[config.mk]
export PLATFORM = sky130hd
export DESIGN_NAME = mem_arbiter_flat
export DESIGN_NICKNAME = d
export VERILOG_FILES = /design/src/rtl/mem_arbiter_if.sv /design/src/rtl/mem_arbiter.sv /design/src/flat_wrapper.sv
export SDC_FILE = /design/constraint.sdc
export NUM_CORES = 1
export LEC_CHECK = 0
export CAP_MARGIN = 30
export CELL_PAD_IN_SITES_DETAIL_PLACEMENT = 2
export CELL_PAD_IN_SITES_GLOBAL_PLACEMENT = 2
export CORE_AREA = 2 2 163 165
export DETAILED_ROUTE_END_ITERATION = 12
export DIE_AREA = 0 0 165 167
export PLACE_DENSITY = 0.93
export REMOVE_ABC_BUFFERS = 1
export SLEW_MARGIN = 20
export SYNTH_ARGS = -nofsm -noshare
export SYNTH_HDL_FRONTEND = slang
export SYNTH_SLANG_ARGS = --single-unit
[constraint.sdc]
create_clock -name clk -period 2.6 [get_ports clk]
set_clock_uncertainty 0.15 [all_clocks]
set_input_delay 0.52 -clock clk [delete_from_list [all_inputs] [get_ports clk]]
set_output_delay 0.52 -clock clk [all_outputs]
set_load 0.01 [all_outputs]
[src/rtl/mem_arbiter_if.sv]
// Signal bundle around mem_arbiter: fetch port, load/store port and the shared memory bus.
// The slave modport is the arbiter's view; master is the core+memory side.
interface mem_arbiter_if #(
  parameter int XLEN   = 32,
  parameter int ADDR_W = 32
);
  logic              if_req;
  logic [ADDR_W-1:0] if_addr;
  logic [XLEN-1:0]   if_rdata;
  logic              if_ack;

  logic              ls_re;
  logic              ls_we;
  logic [ADDR_W-1:0] ls_addr;
  logic [XLEN-1:0]   ls_wdata;
  logic [2:0]        ls_funct3;
  logic [XLEN-1:0]   ls_rdata;
  logic              ls_ack;

  logic              mem_req;
  logic              mem_we;
  logic [ADDR_W-1:0] mem_addr;
  logic [XLEN-1:0]   mem_wdata;
  logic [XLEN/8-1:0] mem_be;
  logic [XLEN-1:0]   mem_rdata;
  logic              mem_ready;

  logic              stall_F;
  logic              stall_M;

  modport slave (
    input  if_req, if_addr, ls_re, ls_we, ls_addr, ls_wdata, ls_funct3,
           mem_rdata, mem_ready,
    output if_rdata, if_ack, ls_rdata, ls_ack,
           mem_req, mem_we, mem_addr, mem_wdata, mem_be,
           stall_F, stall_M
  );

  modport master (
    output if_req, if_addr, ls_re, ls_we, ls_addr, ls_wdata, ls_funct3,
           mem_rdata, mem_ready,
    input  if_rdata, if_ack, ls_rdata, ls_ack,
           mem_req, mem_we, mem_addr, mem_wdata, mem_be,
           stall_F, stall_M
  );
endinterface

[src/rtl/mem_arbiter.sv]
// Shares one memory bus between instruction fetch and the load/store unit,
// steering store lanes and extracting/extending load data.
module mem_arbiter (
  input  logic         clk,
  input  logic         reset_n,
  mem_arbiter_if.slave bus
);
  // state  | meaning
  // IDLE   | no bus transaction outstanding
  // BUSY_I | fetch transaction on the bus, waiting for mem_ready
  // BUSY_D | load/store transaction on the bus, waiting for mem_ready
  typedef enum logic [1:0] {IDLE = 2'd0, BUSY_I = 2'd1, BUSY_D = 2'd2} state_t;

  state_t      state_q;
  logic        last_d_q;
  logic        mem_req_q;
  logic        mem_we_q;
  logic [31:0] mem_addr_q;
  logic [31:0] mem_wdata_q;
  logic [3:0]  mem_be_q;
  logic        if_ack_q;
  logic        ls_ack_q;
  logic [31:0] if_rdata_q;
  logic [31:0] ls_rdata_q;
  logic [2:0]  ld_funct3_q;
  logic [1:0]  ld_off_q;

  logic        d_req, done, arb, if_cand, d_cand, grant_d, grant_i;
  logic [3:0]  be_d;
  logic [31:0] wdata_d;
  logic [1:0]  off_d;
  logic [31:0] shifted, load_d;
  logic        unused_if_lsb;

  assign unused_if_lsb = ^bus.if_addr[1:0];

  // A source is masked while its own transaction completes and in its ack
  // cycle, so a request still held from that transaction is never re-issued.
  always_comb begin
    d_req   = bus.ls_re | bus.ls_we;
    done    = (state_q != IDLE) & bus.mem_ready;
    arb     = (state_q == IDLE) | done;
    if_cand = bus.if_req & ~if_ack_q & ~(done & (state_q == BUSY_I));
    d_cand  = d_req & ~ls_ack_q & ~(done & (state_q == BUSY_D));
    grant_d = arb & d_cand & (~if_cand | ~last_d_q);
    grant_i = arb & if_cand & ~grant_d;
  end

  always_comb begin
    be_d    = 4'b1111;
    wdata_d = bus.ls_wdata;
    off_d   = 2'b00;
    case (bus.ls_funct3[1:0])
      2'b00: begin
        be_d    = 4'b0001 << bus.ls_addr[1:0];
        wdata_d = {4{bus.ls_wdata[7:0]}};
        off_d   = bus.ls_addr[1:0];
      end
      2'b01: begin
        be_d    = bus.ls_addr[1] ? 4'b1100 : 4'b0011;
        wdata_d = {2{bus.ls_wdata[15:0]}};
        off_d   = {bus.ls_addr[1], 1'b0};
      end
      default: ;
    endcase
  end

  always_comb begin
    shifted = bus.mem_rdata >> {ld_off_q, 3'b000};
    case (ld_funct3_q)
      3'b000:  load_d = {{24{shifted[7]}}, shifted[7:0]};
      3'b001:  load_d = {{16{shifted[15]}}, shifted[15:0]};
      3'b100:  load_d = {24'h0, shifted[7:0]};
      3'b101:  load_d = {16'h0, shifted[15:0]};
      default: load_d = bus.mem_rdata;
    endcase
  end

  always_ff @(posedge clk or negedge reset_n) begin
    if (!reset_n) begin
      state_q     <= IDLE;
      last_d_q    <= 1'b0;
      mem_req_q   <= 1'b0;
      mem_we_q    <= 1'b0;
      mem_addr_q  <= '0;
      mem_wdata_q <= '0;
      mem_be_q    <= '0;
      if_ack_q    <= 1'b0;
      ls_ack_q    <= 1'b0;
      if_rdata_q  <= '0;
      ls_rdata_q  <= '0;
      ld_funct3_q <= '0;
      ld_off_q    <= '0;
    end else begin
      if_ack_q <= done & (state_q == BUSY_I);
      ls_ack_q <= done & (state_q == BUSY_D);
      if (done && state_q == BUSY_I) if_rdata_q <= bus.mem_rdata;
      if (done && state_q == BUSY_D && !mem_we_q) ls_rdata_q <= load_d;

      if (grant_d) begin
        state_q     <= BUSY_D;
        last_d_q    <= 1'b1;
        mem_req_q   <= 1'b1;
        mem_we_q    <= bus.ls_we;
        mem_addr_q  <= {bus.ls_addr[31:2], 2'b00};
        mem_wdata_q <= wdata_d;
        mem_be_q    <= be_d;
        ld_funct3_q <= bus.ls_funct3;
        ld_off_q    <= off_d;
      end else if (grant_i) begin
        state_q    <= BUSY_I;
        last_d_q   <= 1'b0;
        mem_req_q  <= 1'b1;
        mem_we_q   <= 1'b0;
        mem_addr_q <= {bus.if_addr[31:2], 2'b00};
        mem_be_q   <= 4'b1111;
      end else if (done) begin
        state_q   <= IDLE;
        mem_req_q <= 1'b0;
      end
    end
  end

  assign bus.mem_req   = mem_req_q;
  assign bus.mem_we    = mem_we_q;
  assign bus.mem_addr  = mem_addr_q;
  assign bus.mem_wdata = mem_wdata_q;
  assign bus.mem_be    = mem_be_q;
  assign bus.if_ack    = if_ack_q;
  assign bus.ls_ack    = ls_ack_q;
  assign bus.if_rdata  = if_rdata_q;
  assign bus.ls_rdata  = ls_rdata_q;
  assign bus.stall_M   = d_req & ~ls_ack_q;
  assign bus.stall_F   = bus.if_req & ~if_ack_q;
endmodule

[src/flat_wrapper.sv]
// flat-port wrapper written by rule: the top's interface ports become plain ports
module mem_arbiter_flat 
  (clk, reset_n, bus_if_req, bus_if_addr, bus_ls_re, bus_ls_we, bus_ls_addr, bus_ls_wdata, bus_ls_funct3, bus_mem_rdata, bus_mem_ready, bus_if_rdata, bus_if_ack, bus_ls_rdata, bus_ls_ack, bus_mem_req, bus_mem_we, bus_mem_addr, bus_mem_wdata, bus_mem_be, bus_stall_F, bus_stall_M);
  mem_arbiter_if bus_i ();
  input  logic clk;
  input  logic reset_n;
  input wire logic [$bits(bus_i.if_req)-1:0] bus_if_req;
  input wire logic [$bits(bus_i.if_addr)-1:0] bus_if_addr;
  input wire logic [$bits(bus_i.ls_re)-1:0] bus_ls_re;
  input wire logic [$bits(bus_i.ls_we)-1:0] bus_ls_we;
  input wire logic [$bits(bus_i.ls_addr)-1:0] bus_ls_addr;
  input wire logic [$bits(bus_i.ls_wdata)-1:0] bus_ls_wdata;
  input wire logic [$bits(bus_i.ls_funct3)-1:0] bus_ls_funct3;
  input wire logic [$bits(bus_i.mem_rdata)-1:0] bus_mem_rdata;
  input wire logic [$bits(bus_i.mem_ready)-1:0] bus_mem_ready;
  output wire logic [$bits(bus_i.if_rdata)-1:0] bus_if_rdata;
  output wire logic [$bits(bus_i.if_ack)-1:0] bus_if_ack;
  output wire logic [$bits(bus_i.ls_rdata)-1:0] bus_ls_rdata;
  output wire logic [$bits(bus_i.ls_ack)-1:0] bus_ls_ack;
  output wire logic [$bits(bus_i.mem_req)-1:0] bus_mem_req;
  output wire logic [$bits(bus_i.mem_we)-1:0] bus_mem_we;
  output wire logic [$bits(bus_i.mem_addr)-1:0] bus_mem_addr;
  output wire logic [$bits(bus_i.mem_wdata)-1:0] bus_mem_wdata;
  output wire logic [$bits(bus_i.mem_be)-1:0] bus_mem_be;
  output wire logic [$bits(bus_i.stall_F)-1:0] bus_stall_F;
  output wire logic [$bits(bus_i.stall_M)-1:0] bus_stall_M;
  assign bus_i.if_req = bus_if_req;
  assign bus_i.if_addr = bus_if_addr;
  assign bus_i.ls_re = bus_ls_re;
  assign bus_i.ls_we = bus_ls_we;
  assign bus_i.ls_addr = bus_ls_addr;
  assign bus_i.ls_wdata = bus_ls_wdata;
  assign bus_i.ls_funct3 = bus_ls_funct3;
  assign bus_i.mem_rdata = bus_mem_rdata;
  assign bus_i.mem_ready = bus_mem_ready;
  assign bus_if_rdata = bus_i.if_rdata;
  assign bus_if_ack = bus_i.if_ack;
  assign bus_ls_rdata = bus_i.ls_rdata;
  assign bus_ls_ack = bus_i.ls_ack;
  assign bus_mem_req = bus_i.mem_req;
  assign bus_mem_we = bus_i.mem_we;
  assign bus_mem_addr = bus_i.mem_addr;
  assign bus_mem_wdata = bus_i.mem_wdata;
  assign bus_mem_be = bus_i.mem_be;
  assign bus_stall_F = bus_i.stall_F;
  assign bus_stall_M = bus_i.stall_M;
  mem_arbiter u_core (.clk(clk), .reset_n(reset_n), .bus(bus_i));
endmodule
==> results of run 1 <==
==> worst max-delay path: stages <==
cell	delay, ps
clkdlybuf4s50_1	510
nor2b_1	210
clkdlybuf4s50_1	630
==> logic make-up (layout without fill, tap and decap cells) <==
family                 after synthesis  after routing
AND/OR/NAND/NOR                    178            178
buffers and inverters               66            355
other                                1              2
multiplexers                        76             76
flip-flops                         142            142
AO/OA/AOI/OAI                      155            155
==> cell type report <==
class,count,share of cell area (%)
tap,335,4.004
timing repair buffer,308,29.89
multi-input combinational,411,26.50
clock buffer,18,4.099
clock inverter,14,1.028
sequential,142,33.94
inverter,15,0.5378
==> metrics by stage <==
stage | util, % | setup WS, ps
after floorplan | - | -904.0
after global placement | 38.51 | 38.23
after detailed placement | 38.51 | -31.21
after CTS | 40.63 | 15.63
after global routing | 40.63 | 5.922
final | 40.63 | 60.77
==> how the worst max path moves through the flow <==
stage | start | to | cells past startpoint
finish | bus_if_req | bus_stall_F | 3
global route | bus_if_req | bus_stall_F | 3
CTS | bus_if_req | bus_stall_F | 3
detailed placement | bus_if_req | u_core.ld_funct3_q[2] | 6
global placement | bus_if_req | u_core.ld_funct3_q[2] | 6
floorplan | bus_if_req | u_core.bus.mem_wdata[31] | 4
==> cell usage in the layout, fill, tap and decap left out, types with 3 or more instances in the layout <==
cell type,n
a211oi_1,4
a21oi_1,66
a221o_1,30
a31oi_1,3
and2_1,6
buf_12,11
buf_4,26
clkbuf_16,17
clkdlybuf4s50_1,269
clkinv_2,3
clkinv_4,3
clkinvlp_4,3
dfrtp_1,142
inv_1,14
inv_6,5
mux2_1,8
mux2_2,33
mux2i_1,34
nand2_1,73
nand2b_1,7
nand3_1,32
nor2_1,8
nor2b_1,5
nor3_1,3
nor3b_1,31
o21a_1,3
o21ai_0,41
==> flip-flops by register name, summed over array words and instances, names as in the netlist <==
signal,cells
u_core.bus.mem_req,1
u_core.bus.mem_wdata,32
u_core.ld_off_q,2
u_core.ld_funct3_q,3
u_core.last_d_q,1
u_core.bus.mem_we,1
u_core.bus.ls_rdata,32
u_core.bus.if_ack,1
u_core.bus.mem_addr,30
u_core.bus.ls_ack,1
u_core.bus.mem_be,4
u_core.bus.if_rdata,32
u_core.state_q,2
==> power by group <==
part | total (W) | leakage (nW) | internal (W) | switching, W
logic | 0.00642 | 2.40 | 0.00343 | 0.00299
registers | 0.00399 | 1.71 | 0.00327 | 0.000717
clock network | 0.00230 | 0.258 | 0.00123 | 0.00107
total | 0.0127 | 4.37 | 0.00794 | 0.00477
==> routing by layer <==
metal / GRT usage [%] / routed length [um]
met5: 0 / 0
met4: 3.062 / 174
met3: 6.750 / 2127
met2: 36.38 / 14170
met1: 23.25 / 10650
==> results.md, run 1 <==
* Status: complete, no violations
* Synth top area share at between 50% and 60%
* Hold Path Cell Cnt at 1
* Post-synth cell types at 43
* Multi-input gate area at 2774 um2
* Max Clk Rate at between 300 and 400 MHz
* DRC viols at 0
* End of the worst hold path: u_core.bus.mem_wdata[29]
* Multiplexer share of the synthesized area at 12.44%
* Layout net count at 1032
* CP required at 1930 ps
* Fraction of the mapped netlist area in adder cells at 0%
* Synth async-reset ratio at 100.0%
* Crit share post-route at 97.66%
* Fillers at 2669
* Overall power at 0.01271 W
* CTS tree: yes
* Placement Cell Area at 9922 um2
* Startpoint Class: primary input
* EDFF count, synth at 0
* Worst min-delay path class: reg2reg
* Die Span X at around 170 um
* Critical Path AT at 1870 ps
* Total Negative Setup Slacks at 0 ps
* Combinational family with the most area after synthesis: compound AO/OA/AOI/OAI gates
* Hold slack at 337.2 ps
* Post-synthesis compound-gate area fraction at about 15%
* Leak at 4.373 nW
* Via Count at 6054
* Share of cells above drive strength 1 at 12.67%
* Hold path startpoint: u_core.bus.mem_wdata[29]
* Peak fanout along the critical path at 3
* Final min period at ~2500 ps
* Commonest cells post-synth: dfrtp_1 (142), nand2_1 (73), a21oi_1 (66), o21ai_0 (41), mux2i_1 (34)
* Cts bufs inserted at 17
* Critical Path End Type: output port
* Largest net degree at the start of global routing at between 50 and 60
* Reg2Reg Launch Point: u_core.state_q[0]
* Clk_lat worst skew at 420 ps
* Post_cts resized at 0
* # H-tree levels at 4
* I/O Buffers at 270
* R2R depth at 5
* # clock sinks at between 100 and 150
* Register area at 3553 um2
* Post-route cell area at 10470 um2
* Hold Vio Cnt, Final at 0
* R2R Setup Slk at 440 ps
* Final setup violation count at 0
* Peak supply drop at roughly 0.00046 V
* Initial antenna violation count at 0
* Num rows at 59
* Grt total ovfl at 0
* Routability Congestion at 0.7797
* DIE AREA at 27560 um2
* Ys flop type: dfrtp_1
* Non-filler cells in the finished layout at 1243
* Worst slew pin tran at about 550 ps
* Seq/Total Area, Yosys at 53.61%
* DR iter-0 viols at 329
* Post-Syn Area at between 6000 and 7000 um2
* Max-slew violations at 0
* Register bit total from synthesis at 142
* Synth Instances at 618
* PwrDens at 1214 nW/um2
* Largest cells by area after synthesis: dfrtp_1 (54%), mux2_2 (5.6%), mux2i_1 (5.1%)
* Synth Area in XOR/XNOR at 0%
* Drt total wl at roughly 27000 um
* Root Buffer: clkbuf_16
* MaxCap Viol Count at 0
* Setup Crit Path Kind: in2out
* CORE AREA at between 20000 and 30000 um2
* Via density per instance at 4.870
* Synth warn at 0
* Boundary pin count at roughly 280
* Rel. slew slack at 63.37%
* RSZ-0062 raised after global routing: no
* ANT cells at 0
* Simple-Gate Fraction of Synth Area at 13.99%
* Clk pin slew, worst setup/hold paths at 70 ps
* Die Y at 167 um
* First-pass GRT wire length at 42200 um
* Vias in the first global route at 6931
* Initial Util at ~26%
* Remaining antenna violation count at 0
* Post-CTS Setup Inserts at 0
* Synthesized area per cell at approximately 11 um2
* Synth area leader: dfrtp_1
* HPWL after DPL at between 20000 and 25000 um
* Avg WL per Cell at 21.82 um
* Reg-to-Reg End: u_core.ld_funct3_q[0]
* Cell with the most instances after synthesis: dfrtp_1
* Clk buf depth at 2
* Drt pass-1 iters at 6
* CTS Hold Bufs at 1
* Total track usage at 20.11%
* Placed cell count at 1210
* Syn-to-layout area delta at 57.93%
No activity file was read; power rests on OpenSTA's default activity.
==> run 2, diff against run 1 <==
--- a/config.mk
+++ b/config.mk
@@ -9,6 +9,7 @@
 export CELL_PAD_IN_SITES_DETAIL_PLACEMENT = 2
 export CELL_PAD_IN_SITES_GLOBAL_PLACEMENT = 2
 export CORE_AREA = 2 2 163 165
+export CTS_CLUSTER_DIAMETER = 60
 export DETAILED_ROUTE_END_ITERATION = 12
 export DIE_AREA = 0 0 165 167
 export PLACE_DENSITY = 0.93
==> results of run 2 <==
No change in the layout: final DEF, timing and power equal those of run 1.
==> run 3, diff against run 2 <==
--- a/config.mk
+++ b/config.mk
@@ -12,6 +12,7 @@
 export CTS_CLUSTER_DIAMETER = 60
 export DETAILED_ROUTE_END_ITERATION = 12
 export DIE_AREA = 0 0 165 167
+export GPL_TIMING_DRIVEN = 1
 export PLACE_DENSITY = 0.93
 export REMOVE_ABC_BUFFERS = 1
 export SLEW_MARGIN = 20
==> results of run 3 <==
No change in the layout: final DEF, timing and power equal those of run 1.
==> RTL change (config.mk and constraints of run 3) <==
The 3 states of `state_t` get a one-hot encoding in 3 bits.
--- a/src/rtl/mem_arbiter.sv
+++ b/src/rtl/mem_arbiter.sv
@@ -11,3 +11,3 @@
   // BUSY_D | load/store transaction on the bus, waiting for mem_ready
-  typedef enum logic [1:0] {IDLE = 2'd0, BUSY_I = 2'd1, BUSY_D = 2'd2} state_t;
+  typedef enum logic [2:0] {IDLE = 3'b001, BUSY_I = 3'b010, BUSY_D = 3'b100} state_t;
 
Behaviour: same outputs for any inputs over 4 cycles, from zero or initial values and one cycle with reset_n low; so few cycles prove little.
==> RTL change against run 3 <==
  * Clock power up 8.7%
  * Routed wire length fell by 4.0%
  * Power grew 0.88%
  * Area after synthesis shrank 2.2%
  * Final area shrank 0.16%
  * Sequential cell count is 1 higher
  * Fmax grew 1.7%
  * Worst setup slack better by 0.042 ns
  * Sequential power increased by 2%
  * Core utilization down 0.063 points
  * Combinational power down 2%
  * Global-route usage is 0.95 points lower
==> RTL change: results (changes against run 3) <==
[min_path]
min-delay-start = u_core.last_d_q$_DFFE_PN0P_
worstHoldEndpoint = u_core.last_d_q$_DFFE_PN0P_
min_path_type = register to register
holdPathStages = 2  ; +1

[synth]
yosys-top-cells-area = dfrtp_1, nand2_1, mux2_2
async_flop_share_pct = 100  ; unchanged
seq_area_frac_synth_pct = 55.2  ; +1.6 points
yosysWarnings = 0  ; unchanged
synth_cell_types = 37  ; -14%
yosysTopAreaCell = dfrtp_1
synth_common_cells = nand2_1, dfrtp_1, nor2_1

[outcome]
status = completed

[clocking]
h-tree-depth = 4  ; unchanged
clock_latency_ns = 0.42  ; about the same
clock_path_buffers = 2  ; unchanged
numCtsBuffers = 17  ; unchanged
post_cts_buffers = 0  ; unchanged
cts_root_buf = clkbuf_16
clk_pin_slew_ns = 0.07  ; about the same

[placement]
gp_congestion = 0.774  ; -0.68%
place_area_um2 = 9870  ; -0.55%
place_ws_ns = 0.000121  ; +0.0313 ns
dp_hpwl_mm = 19.8  ; -3.2%
io_buffers = 270  ; unchanged

[cells_and_area]
nNetsFinal = 1096  ; +6.2%
drive_above_1_share_pct = 11.7  ; -0.94 points
num_antenna_cells = 0  ; unchanged

[grt]
grt_pass1_wl_mm = 40.8  ; -3.3%
grt_use_total_pct = 19.2  ; -0.95 points
grt_max_degree = 52  ; unchanged
grt_pass1_vias = 7143  ; +3.1%
antenna_found_initial = 0  ; unchanged

[worst_setup_path]
r2r_slack_ns = 0.43
reg2regPathDepth = 7  ; +2
path_max_fanout = 3  ; unchanged
r2r-start = u_core.state_q[2]$_DFFE_PN0P_
critical_path_arrival_ns = 1.83  ; -0.04 ns
r2r_end = u_core.bus.mem_addr[2]$_DFFE_PN0P_

[drt]
drtIter0Drc = 253  ; -23%
wire_per_inst_um = 19.9  ; -8.7%
first_pass_iters = 5  ; -1
via_per_inst = 4.83  ; -0.92%

[pwr]
p_leak_nw = 4.44  ; +1.6%
ir_drop_v = 0.000449  ; -3.0%

[sta]
slew_headroom_pct = 56.6  ; -6.8 points

==> RTL change: cell types whose count changed after synthesis, sizes merged, moves of 7 or more <==
cell | run 3 | this run
o22ai | 1 | 9
a21oi | 66 | 30
nor2 | 8 | 55
nand2 | 73 | 163
a31oi | 3 | 30
a221o | 30 | 0
nor3b | 31 | 0
mux2 | 41 | 32
inv | 14 | 7
o21ai | 41 | 60
nand3b | 1 | 10
==> RTL change: logic make-up after synthesis <==
group | Yosys count | synth area share (%)
flops | 143 | 55.2
buf+inv | 60 | 3.97
mux | 66 | 11.0
other cells | 1 | 0.0578
compound gates | 140 | 12.3
simple gates | 271 | 17.4
==> RTL change: timing repair <==
item	CTS	global route
hold endpoints to repair	40	0
gates resized for setup	0	0
hold buffers	1	0
==> RTL change: critical path, cell delays in order <==
cell	delay, ns
clkdlybuf4s50_1	0.48
nor2b_1	0.23
clkdlybuf4s50_1	0.60
==> RTL change: layer usage <==
metal  vias up  share of wire, %  global-route usage (%)
met1      3196                39                    22.0
li1       2875                 -                       -
met2       218                52                    34.1
met5         -                 0                       0
met4         0               1.2                    4.88
met3        18               7.6                    6.10
==> RTL change: worst max-delay path by stage <==
stage                       start                                  end  slack [ns]  cells past startpoint
finish                 bus_if_req                          bus_stall_F        0.10                      3
global route           bus_if_req                          bus_stall_F        0.04                      3
CTS                    bus_if_req                          bus_stall_F        0.09                      3
detailed placement  bus_mem_ready   u_core.bus.mem_addr[7]$_DFFE_PN0P_      0.0001                      7
global placement       bus_if_req                          bus_stall_F        0.12                      3
floorplan           bus_mem_ready  u_core.bus.mem_addr[10]$_DFFE_PN0P_       -2.86                      5
==> RTL change: final cells by class <==
| cell class | instances | area (µm²) |
|---|---|---|
| clock buffer | 17 | 425 |
| inverter | 7 | 26.3 |
| sequential | 143 | 3580 |
| fill | 2718 | 15300 |
| tap | 335 | 419 |
| multi-input combinational | 479 | 2690 |
| clock inverter | 15 | 150 |
| timing repair buffer | 311 | 3160 |
==> RTL change: stage by stage <==
stage / hold WS, ns / power [W] / util, % / TNS (ns) / std cells
after floorplan: 0.0744 / 0.00653 / - / -277.33 / 629
after global placement: 0.309 / 0.0101 / 38.3 / 0 / 1274
after detailed placement: 0.316 / 0.0105 / 38.3 / 0 / 1274
after CTS: 0.334 / 0.0130 / 40.6 / 0 / 1307
after global routing: 0.367 / 0.0137 / 40.6 / 0 / 1307
final: 0.330 / 0.0128 / 40.6 / 0 / 1307
==> RTL change: report_power, final <==
group	internal, W	switching [W]
clock network	0.00135	0.00114
registers	0.00334	0.000722
logic	0.00323	0.00303
total	0.00792	0.00490
